$ cat config.mk
export PLATFORM = sky130hd
export DESIGN_NAME = end_tick
export DESIGN_NICKNAME = d
export VERILOG_FILES = /design/src/rtl/end_tick_pkg.sv /design/src/rtl/sat_counter.sv /design/src/rtl/end_tick.sv
export SDC_FILE = /design/constraint.sdc
export NUM_CORES = 1
export LEC_CHECK = 0
export BUFFER_PORTS_ARGS = -buffer_cell sky130_fd_sc_hd__buf_2
export CORE_MARGIN = 5
export CORE_UTILIZATION = 45
export CTS_CLUSTER_DIAMETER = 100
export DETAILED_ROUTE_END_ITERATION = 12
export GPL_TIMING_DRIVEN = 0
export PLACE_DENSITY = 0.77
export SLEW_MARGIN = 30
export SYNTH_ARGS = -nofsm -noshare
export SYNTH_HDL_FRONTEND = slang
export SYNTH_SLANG_ARGS = --single-unit
$ cat constraint.sdc
create_clock -name clk -period 2.1 [get_ports clk]
set_input_delay 0.315 -clock clk [delete_from_list [all_inputs] [get_ports clk]]
set_output_delay 0.315 -clock clk [all_outputs]
set_load 0.05 [all_outputs]
$ cat src/rtl/end_tick_pkg.sv
// rtl/end_tick_pkg.sv - shared state encoding and defaults for the end-of-run detector
package end_tick_pkg;

  typedef enum logic [1:0] {
    ST_IDLE  = 2'd0,
    ST_RUN   = 2'd1,
    ST_QUIET = 2'd2,
    ST_DONE  = 2'd3
  } state_e;

  localparam int DEFAULT_QUIET_CYCLES = 4;

endpackage

$ cat src/rtl/sat_counter.sv
// rtl/sat_counter.sv - up-counter with synchronous clear that holds at all-ones
module sat_counter #(
  parameter int WIDTH = 8
) (
  input  logic             clk_i,
  input  logic             rst_ni,
  input  logic             clr_i,
  input  logic             en_i,
  output logic [WIDTH-1:0] cnt_o,
  output logic             at_max_o
);

  logic [WIDTH-1:0] cnt_q, cnt_d;

  assign at_max_o = &cnt_q;
  assign cnt_o    = cnt_q;

  // Clear wins over enable so a restart never carries a stale count.
  always_comb begin
    cnt_d = cnt_q;
    if (clr_i) begin
      cnt_d = '0;
    end else if (en_i && !at_max_o) begin
      cnt_d = cnt_q + 1'b1;
    end
  end

  always_ff @(posedge clk_i or negedge rst_ni) begin
    if (!rst_ni) begin
      cnt_q <= '0;
    end else begin
      cnt_q <= cnt_d;
    end
  end

endmodule

$ cat src/rtl/end_tick.sv
// rtl/end_tick.sv - end-of-run detector: quiet-window end, result latch, halt strobe (optional END_TICK_TIMEOUT_EN watchdog)
module end_tick
  import end_tick_pkg::*;
#(
  parameter int DATA_WIDTH     = 64,
  parameter int CNT_WIDTH      = 32,
  parameter int QUIET_CYCLES   = DEFAULT_QUIET_CYCLES,
  parameter int TIMEOUT_CYCLES = 1000000
) (
  input  logic                  clk,
  input  logic                  rst,
  input  logic                  start,
  input  logic                  busy,
  input  logic                  res_valid,
  input  logic [DATA_WIDTH-1:0] res_data,
  output logic                  halt,
  output logic                  done,
  output logic [DATA_WIDTH-1:0] result,
  output logic [CNT_WIDTH-1:0]  cycles,
  output logic                  timeout
);

  localparam int QW = (QUIET_CYCLES < 2) ? 1 : $clog2(QUIET_CYCLES + 1);

  state_e                 state_q, state_d;
  logic [DATA_WIDTH-1:0]  result_q, result_d;
  logic                   halt_q, halt_d;
  logic                   timeout_q, timeout_d;

  logic                   cyc_clr, cyc_en, cyc_at_max;
  logic [CNT_WIDTH-1:0]   cyc_cnt;
  logic                   q_clr, q_en, q_unused_max;
  logic [QW-1:0]          q_cnt;
  logic                   res_we;
  logic                   wd_trip;

  sat_counter #(.WIDTH(CNT_WIDTH)) u_cycle_cnt (
    .clk_i    (clk),
    .rst_ni   (rst),
    .clr_i    (cyc_clr),
    .en_i     (cyc_en),
    .cnt_o    (cyc_cnt),
    .at_max_o (cyc_at_max)
  );

  sat_counter #(.WIDTH(QW)) u_quiet_cnt (
    .clk_i    (clk),
    .rst_ni   (rst),
    .clr_i    (q_clr),
    .en_i     (q_en),
    .cnt_o    (q_cnt),
    .at_max_o (q_unused_max)
  );

`ifdef END_TICK_TIMEOUT_EN
  // Trip on the edge where the run counter lands on the limit, so it freezes there.
  assign wd_trip = ((state_q == ST_RUN) || (state_q == ST_QUIET)) && !cyc_at_max &&
                   (cyc_cnt == CNT_WIDTH'(TIMEOUT_CYCLES - 1));
`else
  logic unused_wd;
  assign unused_wd = ^{TIMEOUT_CYCLES, cyc_at_max};
  assign wd_trip   = 1'b0;
`endif

  always_comb begin
    state_d = state_q;
    cyc_clr = 1'b0;
    cyc_en  = 1'b0;
    q_clr   = 1'b0;
    q_en    = 1'b0;
    res_we  = 1'b0;
    case (state_q)
      ST_IDLE: begin
        if (start) begin
          state_d = ST_RUN;
          cyc_clr = 1'b1;
          q_clr   = 1'b1;
        end
      end
      ST_RUN: begin
        cyc_en = 1'b1;
        res_we = res_valid;
        if (!busy) begin
          state_d = ST_QUIET;
          q_en    = 1'b1;
        end else begin
          q_clr = 1'b1;
        end
      end
      ST_QUIET: begin
        cyc_en = 1'b1;
        res_we = res_valid;
        if (busy) begin
          state_d = ST_RUN;
          q_clr   = 1'b1;
        end else if (q_cnt == QW'(QUIET_CYCLES)) begin
          state_d = ST_DONE;
        end else begin
          q_en = 1'b1;
        end
      end
      ST_DONE: begin
        state_d = ST_DONE;
      end
      default: begin
        state_d = ST_IDLE;
      end
    endcase
    if (wd_trip) begin
      state_d = ST_DONE;
    end
  end

  always_comb begin
    result_d  = res_we ? res_data : result_q;
    halt_d    = (state_d == ST_DONE) && (state_q != ST_DONE);
    timeout_d = timeout_q | wd_trip;
  end

  always_ff @(posedge clk or negedge rst) begin
    if (!rst) begin
      state_q   <= ST_IDLE;
      result_q  <= '0;
      halt_q    <= 1'b0;
      timeout_q <= 1'b0;
    end else begin
      state_q   <= state_d;
      result_q  <= result_d;
      halt_q    <= halt_d;
      timeout_q <= timeout_d;
    end
  end

  assign halt    = halt_q;
  assign done    = (state_q == ST_DONE);
  assign result  = result_q;
  assign cycles  = cyc_cnt;
  assign timeout = timeout_q;

endmodule

Word level (Yosys, flattened, before mapping)

Index checks and enable logic that the tools add are counted.

Register bits after elaboration: 102
Memory bits (read-only): 0
Input port bits: 69
RAM bits: 0
Bits in latches: 0
Output and inout bits: 99
Memories kept: 0
Word-level logic and storage cells: 43

Muxes and demuxes: 19
$add $sub $neg: 2
$mul: 0
Equality and inequality tests: 6
Bitwise logic cells: 0
Reductions and logical operators: 11
Shifts and indexed selects: 0
Magnitude comparators: 0
Divide/modulo/power cells: 0

Operators with widths:

| kind                                                | number |
|---|---|
| two-way mux 32 bit                                  | 2 |
| adder 32 x 1 -> 32 bit, second input constant       | 1 |
| AND reduction 32 bit                                | 1 |
| two-way mux 1 bit                                   | 8 |
| two-way mux 2 bit                                   | 4 |
| case mux 2 bit (4 select lines)                     | 1 |
| equality test 2 bit, second input constant          | 3 |
| two-way mux 3 bit                                   | 2 |
| case mux 1 bit (2 select lines)                     | 2 |
| nonzero test 2 bit                                  | 2 |
| adder 3 x 1 -> 3 bit, second input constant         | 1 |
| equality test 3 bit, second input constant          | 1 |
| logical AND 1 bit                                   | 3 |
| AND reduction 3 bit                                 | 1 |
| equality test 2 x 1 -> 1 bit, second input constant | 1 |
| zero test 1 bit                                     | 2 |
| zero test 2 bit                                     | 1 |
| inequality test 2 bit, second input constant        | 1 |
| OR reduction 2 bit                                  | 1 |

Depth between registers and ports, before layout

Gate-level depths: netlist of run 1.

Word-level depth: 7
Mapped depth: 8
Gate-level depth less buffers: 7

By module

A second synthesis of run 1 with hierarchy kept.

Cells, all modules: 390
Area total of the unflattened synthesis: 4754.6 um^2

Modules (own cells, without submodules):

| module                    | seq. area each (um^2) | times used | cells an instance | area an instance (um^2) |
|---|---|---|---|---|
| end_tick                  | 1676.6                | 1          | 168               | 2672.6 |
| sat_counter (u_cycle_cnt) | 800.8                 | 1          | 207               | 1898.1 |
| sat_counter (u_quiet_cnt) | 75.1                  | 1          | 15                | 183.9 |

Least setup slack after synthesis of run 1

Ideal clock, no wire load.

Kind: register to register
Start point: register u_cycle_cnt.cnt_q[0] (netlist: u_cycle_cnt.cnt_o[0])
End point: register u_cycle_cnt.cnt_q[25] (netlist: u_cycle_cnt.cnt_o[25])
Path slack: -0.237 ns
Required time: 1.981 ns
Data arrival time: 2.218 ns
Cell stages (with the launch flop): 7
Library setup time: 0.119 ns
Period minus slack after synthesis: 2.337 ns
Path buffers: 0
Cell sequence: dfrtp_1 -> ha_1 -> and3_1 -> nand4_4 -> nor3_1 -> nor4_1 -> o21a_1

Cells in the longest elaborated chain, start to end: 4
Elaborated cells on any way between the ends: 7
Classes of those cells: add/sub (1); mux (2); reduce/logical (4)

RTL lines:

| element                                                                        | line              | RTL |
|---|---|---|
| from (decl)                                                                    | sat_counter.sv:13 | `logic [WIDTH-1:0] cnt_q, cnt_d;` |
| from (signal assigned)                                                         | sat_counter.sv:32 | `cnt_q <= cnt_d;` |
| parallel branches: the longest is 4 deep, another holds adder 32 x 1 -> 32 bit | n/a               |  |

Several ways; the timed one is not identified. The select of a mux whose other input is x is not followed.
A chain may end at the register's enable or synchronous reset.

Final worst setup path of run 1

Start point: register u_cycle_cnt.cnt_q[16] (netlist: u_cycle_cnt.cnt_o[16])
End point: register u_cycle_cnt.cnt_q[11] (netlist: u_cycle_cnt.cnt_o[11])

Cells in the longest elaborated chain, start to end: 4

RTL lines:

| element                      | line              | RTL |
|---|---|---|
| AND reduction 32 bit         | sat_counter.sv:15 | `assign at_max_o = &cnt_q;` |
| zero test 1 bit              | sat_counter.sv:23 | `end else if (en_i && !at_max_o) begin` |
| logical AND 1 bit            | sat_counter.sv:23 |  |
| nonzero test 2 bit (no line) | n/a               |  |

Every way passes these cells.

==> results.md, run 1 <==
* Syn avg cell area at 12.07 µm²
* Final period util at 0.9854
* Buf+Inv Stages, Crit Path at 2
* Critical path's slowest cell: o41ai_4
* Root buf cell: clkbuf_8
* Routed WL at between 10 and 15 mm
* Residual DRC count at 0
* Final hold viol count at 0
* Detail Route Antenna Nets at 0
* Max-Cap Viols at 0
* Register area at 0.002581 mm²
* Crit path kind: flip-flop to flip-flop
* Met3 routed WL at 687 µm
* Die ar. at about 0.013 mm²
* Ant. Diodes at 0
* R2R Path End: u_cycle_cnt.cnt_o[11]
* Reg-to-Reg Start: u_cycle_cnt.cnt_o[16]
* Crit path DAT at between 2 and 2.5 ns
* Via count at about 4000
* Number of top-level pins at about 170
* Mapped Cells at approximately 390
* Fin cells at 744
* First-pass GRT wire length at 19.89 mm
* CP delay by family, top: compound AO/OA/AOI/OAI gates
* Max Slew Vio Count at 0
* First-pass iteration count of the detailed router at 4
* Top_reg_cell synth: dfrtp_1
* Final number of setup-violating endpoints at 0
* CTS buffer count at 9
* Setup WS pre-CTS at -0.3277 ns
* Layout area overhead at 35.13%
* Worst-Skew Late Latency at 0.37 ns
* Max-slew headroom at 0.6015
* Max FO, Critical Path at 7
* Initial core utilization at 0.4606
* Crit start category: flip-flop
* Synth Register Bits at 102
* NumNets Final at between 600 and 700
* Die W at approximately 110 µm
* Vias in the first global route at approximately 4000
* Reg2reg path depth at 7
* Clock Path Buffers at 2
* Detailed Route Iter0 Violations at between 200 and 250
* Yosys warnings at 0
* Clock Skew at between 0.015 and 0.02 ns
* Area of the multi-input gates at between 0.002 and 0.0025 mm²
* Reg2reg setup slack at ~0.031 ns
* GPL Wtd Cong at just over 0.8
* EDFF count, synth at 0
* Clock slew seen by the registers of the worst setup and hold paths at 0.11 ns
* Clk sinks at 102
* CP Capture Type: flip-flop
* Total gr overflow at 0
* DR vias/cell at around 5.4
* CTS tree: built
* Top-area cell type share of the netlist area at 0.5368
* FMAX at 0.4832 GHz
* WHS Endpoint: result[38]
* Synth async-reset ratio at 1.000
* Synth top area cells: dfrtp_1, mux2_2, a21oi_1
* Leak pwr at 3.070 nW
* Final worst slack at 0.03061 ns
* CP Cell Sequence: nand3_2 -> or3_1 -> buf_6 -> o41ai_4 -> buf_4 -> o41ai_1 -> a21oi_1
* Met1 wire length at 5.245 mm
* Number of antenna violations at the first check in global routing at 0
* Port bufs at ~170
* Post-synthesis cell type count at 55
* # fillers at between 800 and 900
* Worst slew pin tran at around 0.60 ns
* Share of layout cells above drive strength 1 at 0.5757
* Worst Hold Launch: res_data[38]
* Gr usage total at 0.1916
* Yosys top cell by area: dfrtp_1
* H-tree Lvls at 3
* Hold path depth at 2
* Worst Hold Class: primary input to flip-flop
* Required @ worst endpoint at roughly 2.4 ns
* Status: completed
* Crit path largest cell delay at 0.47 ns
* Final Critical Period at between 2 and 2.5 ns
* VDD IR max at around 0.0011 V
* Core Area at roughly 0.010 mm²
* DP Cell Count at 697
* Cell Area, Synth at between 0.004 and 0.005 mm²
* Routed length per instance at 17.13 µm
* Largest net degree at the start of global routing at 63
* Routed met2 length at approximately 6.5 mm
* Worst setup path startpoint: u_cycle_cnt.cnt_o[16]
* RSZ-0062 raised after global routing: yes
* Final HPWL DP at 9.259 mm
* P per Cell Area at 1495 mW/mm²
* Synth Net Count at 473
* Row count at 37
* Die H at between 100 and 150 µm
* Max layer used: met4
* Seq/Total Area, Yosys at 0.5368
==> stage by stage <==
step                      utilization  instance area [µm²]  hold slack [ns]  TNS [ns]  power, mW
after floorplan                     -                 4807          0.01941  -0.07014      6.822
after global placement         0.5626                 5808           0.4818    -49.91      7.931
after detailed placement       0.5659                 5842           0.2598    -18.50      8.072
after CTS                      0.5982                 6176           0.1516         0      9.609
after global routing           0.6223                 6425           0.1501   -0.3539      10.10
final                          0.6223                 6425           0.1713         0      9.607
==> sequential cells by signal (all words and copies together), names as in the netlist <==
signal	flops
result	64
u_cycle_cnt.cnt_o	32
u_quiet_cnt.cnt_o	3
state_q	2
halt	1
==> where the power goes <==
part	internal, mW	leakage (nW)	switching [mW]	total [mW]
logic	1.59	1.72	3.67	5.26
clock network	0.595	0.113	0.766	1.36
registers	2.65	1.24	0.332	2.99
total	4.84	3.07	4.76	9.61
==> timing repair <==
action                     4_1_cts  5_1_grt
buffers inserted                 8       23
hold endpoints to repair        40        0
pin swaps                        2        6
hold buffers                     1        0
cloned                           0        1
gates resized for setup         13       25
setup endpoints to repair       87       87
==> cell families after synthesis <==
kind of cell / after synthesis / share of synthesized area
buffers and inverters: 22 / 0.02579
multiplexers: 68 / 0.1600
AND/OR/NAND/NOR: 117 / 0.1479
flip-flops: 102 / 0.5368
other: 1 / 0.0007887
AO/OA/AOI/OAI: 71 / 0.09684
adder cells (fa/ha/maj): 10 / 0.02632
XOR/XNOR: 3 / 0.005527
==> worst max-delay path by stage <==
stage,to,slack [ns],depth (start not counted)
after floorplan,u_cycle_cnt.cnt_o[3],-0.01,7
final,u_cycle_cnt.cnt_o[11],0.03,7
after global placement,u_cycle_cnt.cnt_o[18],-0.50,1
after CTS,u_cycle_cnt.cnt_o[29],0.02,7
after global routing,u_cycle_cnt.cnt_o[11],-0.05,7
after detailed placement,result[50],-0.33,6
==> layout by cell type (no fill, tap or decap), drive strengths merged, types with 10 or more instances in the layout <==
master,count
dfrtp,102
a21oi,28
nand3,18
nand2,23
nor2,13
mux2,64
ha,10
buf,207
or3,18
o21ai,15
clkbuf,15
==> cell type report <==
type	count	share of cell area
Buffer	15	0.01714
Clock buffer	9	0.01928
Clock inverter	7	0.01597
Inverter	5	0.002921
Multi-Input combinational cell	270	0.3429
Sequential cell	102	0.4018
Tap cell	136	0.02648
Timing Repair Buffer	200	0.1735
==> synthesized netlist by cell type (all sizes together), types with 2 or more instances <==
cell    instances
and4            5
nor3            5
a211oi          2
a21o            3
nand2b          3
a31oi           3
ha             10
and3            5
o21ai          15
or3            18
a21oi          28
a41o            2
nand4           9
or4             9
o31ai           7
nor4            3
mux2i           4
and2            2
o311ai          2
buf             6
dfrtp         102
nand2          23
inv             5
clkbuf         10
nor2           13
mux2           64
xnor2           2
nand3          18
o41ai           4
==> layer usage <==
layer | GRT usage | vias to the layer above
li1 | - | 1880
met2 | 0.3187 | 123
met3 | 0.04011 | 26
met5 | 0 | -
met1 | 0.2459 | 1990
met4 | 0.07372 | 0
Power figures use the tool's default switching activity.
==> run 2, diff against run 1 <==
--- a/config.mk
+++ b/config.mk
@@ -5,13 +5,14 @@
 export SDC_FILE = /design/constraint.sdc
 export NUM_CORES = 1
 export LEC_CHECK = 0
+export ABC_AREA = 1
 export BUFFER_PORTS_ARGS = -buffer_cell sky130_fd_sc_hd__buf_2
 export CORE_MARGIN = 5
-export CORE_UTILIZATION = 45
+export CORE_UTILIZATION = 46
 export CTS_CLUSTER_DIAMETER = 100
 export DETAILED_ROUTE_END_ITERATION = 12
 export GPL_TIMING_DRIVEN = 0
-export PLACE_DENSITY = 0.77
+export PLACE_DENSITY = 0.78
 export SLEW_MARGIN = 30
 export SYNTH_ARGS = -nofsm -noshare
 export SYNTH_HDL_FRONTEND = slang
==> run 2 against run 1 <==
  * Non-clock buffer count decreased by 31
  * Final area down 1.9%
  * Area after synthesis rose by 5.4%
  * Synthesized cell count is 36% higher
  * Clock-buffer cell count grew 2
  * Combinational power decreased by 98%
  * Hold slack lost 0.011 ns
  * Sequential power fell by 34%
  * Final cell count rose by 15%
  * Total power fell by 64%
  * Setup slack better by 0.076 ns
  * Flip-flop and latch count is the same
  * Critical path type unchanged
  * Critical endpoint is now result[13]
  * Largest power group is now sequential cells
==> results.md, run 2 <==
* Final Critical Period at around 2.0 ns
* Most common cell after layout, fill and taps aside: buf_2
* Top-area cell type share of the netlist area at 0.5095
* Final period util at 0.9494
* NumNets Final at 793
* Most frequent cells in the layout: buf_2, nand2_1, dfrtp_1
* Comb power frac at 0.033
* FMAX at roughly 0.50 GHz
* Final number of setup-violating endpoints at 0
* Gr usage total at 0.2140
* VDD IR max at about 0.00048 V
* # Post-CTS Setup Buffers at 0
* Via count at between 4000 and 5000
* Seq/Total Area, Yosys at 0.5095
* GPL Wtd Cong at just over 0.9
* Synth async-reset ratio at 1.000
* Clock slew seen by the registers of the worst setup and hold paths at approximately 0.1 ns
* First-pass iteration count of the detailed router at 4
* Cell Area, Synth at around 0.0050 mm²
* Yosys top cell by area: dfrtp_1
* Max reg flops at 64
* Synth Net Count at 614
* Final HPWL DP at roughly 11 mm
* Reg2reg setup slack at 0.11 ns
* Leak pwr at 3.605 nW
* Root buf cell: clkbuf_8
* Max FO, Critical Path at 10
* NetSw at about 780 µW
* Final hold viol count at 0
* CP Capture Type: flip-flop
* Routed length per instance at 15.82 µm
* Clk sinks at between 100 and 150
* Die H at between 100 and 150 µm
* Setup TNS at 0 ns
* Max Slew Vio Count at 0
* Post-synthesis cell type count at 29
* RSZ-0062 raised after global routing: no
* Worst-Skew Late Latency at 0.38 ns
* Reg-to-Reg Start: state_q[0]
* R2R Path End: result[13]
* Core Area at about 0.011 mm²
* Die ar. at 0.01308 mm²
* CTS buffer count at 9
* Seq pwr share at 0.563
* Cell Int Power at between 2 and 3 mW
* Reg2reg path depth at 5
* Die W at about 110 µm
* Detail Route Antenna Nets at 0
* Crit path kind: flip-flop to flip-flop
* H-tree Lvls at 3
* WHS Endpoint: result[11]
* Clk network pwr share at 0.403
* Worst Hold Class: primary input to flip-flop
* Top_reg_cell synth: dfrtp_1
* Max-Cap Viols at 0
* Worst Hold Launch: res_data[11]
* Mapped Cells at between 500 and 600
* DR vias/cell at around 5.0
* Row count at 38
* Yosys warnings at 0
* Detailed Route Iter0 Violations at 241
* Port bufs at about 170
* Status: completed
* Post-synth top cells: nand2_1, dfrtp_1, mux2_2
* Synth top area cells: dfrtp_1, mux2_2, nand2_1
* P per Cell Area at ~550 mW/mm²
* Layout area overhead at 25.80%
* CTS tree: built
* Total gr overflow at 0
* # fillers at 960
* Share of layout cells above drive strength 1 at 0.3839
* Synth Register Bits at just over 100
* Largest net degree at the start of global routing at slightly below 70
* EDFF count, synth at 0
* Sw Share at 0.2227
* First-pass GRT wire length at approximately 22 mm
* Initial core utilization at 0.4662
* Number of antenna violations at the first check in global routing at 0
* Vias in the first global route at 4525
* Crit path DAT at between 2 and 2.5 ns
* Residual DRC count at 0
* Ant. Diodes at 0
* Number of top-level pins at 168
* Crit start category: flip-flop
* Routed WL at approximately 14 mm
* Clock Path Buffers at 2
* Hold path depth at 2
* Most frequent cell after synthesis: nand2_1
* Syn avg cell area at roughly 9.4 µm²
* Fin cells at approximately 860
* DP Cell Count at roughly 840
* Required @ worst endpoint at ~2.4 ns
* Clock Skew at 0.009669 ns
## run 2: final cells by class
type / count / area, µm² / share of cell area
sequential: 102 / 2552 / 0.4050
multi-input combinational: 380 / 2235 / 0.3546
timing repair buffer: 168 / 874.6 / 0.1388
tap: 140 / 175.2 / 0.02779
inverter: 37 / 138.9 / 0.02204
clock buffer: 11 / 131.4 / 0.02085
buffer: 16 / 106.4 / 0.01688
clock inverter: 5 / 88.84 / 0.01410
## run 2: power by group through the flow
stage	registers (mW)	clock network, mW	logic, mW
after floorplan	2.00	0	0.00846
after global placement	2.00	0	0.106
after detailed placement	2.00	0	0.119
after CTS	1.96	1.44	0.120
after global routing	1.96	1.51	0.133
final	1.96	1.40	0.116
## run 2: kinds of logic (layout without fill, tap and decap cells)
group,count (synthesis),after routing,share of synthesized area
XOR/XNOR,10,10,0.01748
multiplexers,64,64,0.1439
AND/OR/NAND/NOR,272,272,0.2310
flip-flops,102,102,0.5095
buffers and inverters,53,237,0.04720
AO/OA/AOI/OAI,23,23,0.02522
other,1,1,0.0007485
adder cells (fa/ha/maj),10,10,0.02498
## run 2: critical path: stages (launching register included)
cell and delay [ns]:
dfrtp_1 0.45, inv_1 0.13, ha_1 0.38, nand2_2 0.24
clkbuf_2 0.32, mux2_2 0.37
## run 2: worst max-delay path by stage
stage,start,end,slack (ns),depth (start not counted)
floorplan,u_cycle_cnt.cnt_o[1],u_cycle_cnt.cnt_o[14],0.05,12
finish,state_q[0],result[13],0.11,5
detailed placement,state_q[0],result[57],-0.23,5
global placement,rst,result[10],-0.35,1
CTS,state_q[0],u_cycle_cnt.cnt_o[8],0.01,9
global route,state_q[0],result[53],0.007,5
## run 2: per-layer routing
metal / GRT usage / vias to the layer above / routed length, µm
li1: - / 2081 / -
met4: 0.08868 / 0 / 332
met3: 0.07452 / 24 / 1303
met5: 0 / - / 0
met2: 0.3642 / 169 / 6758
met1: 0.2455 / 2049 / 5192
## run 2: timing repair
action | CTS | global route
endpoints found under the setup margin | 70 | 15
hold buffers | 1 | 0
hold endpoints to repair | 34 | 0
gates resized for setup | 8 | 5
gates cloned | 0 | 0
## run 2: stage by stage
step                      total power [mW]  cell area [µm²]  hold slack, ns  setup slack [ns]    util
after CTS                            3.524             6294          0.1438           0.01355  0.5857
after detailed placement             2.120             6050          0.2378           -0.2258  0.5630
after global placement               2.107             6016          0.4839           -0.3465  0.5599
final                                3.483             6302          0.1599            0.1063  0.5865
after floorplan                      2.010             5010         0.01941           0.05462       -
after global routing                 3.610             6302          0.1447          0.006734  0.5865
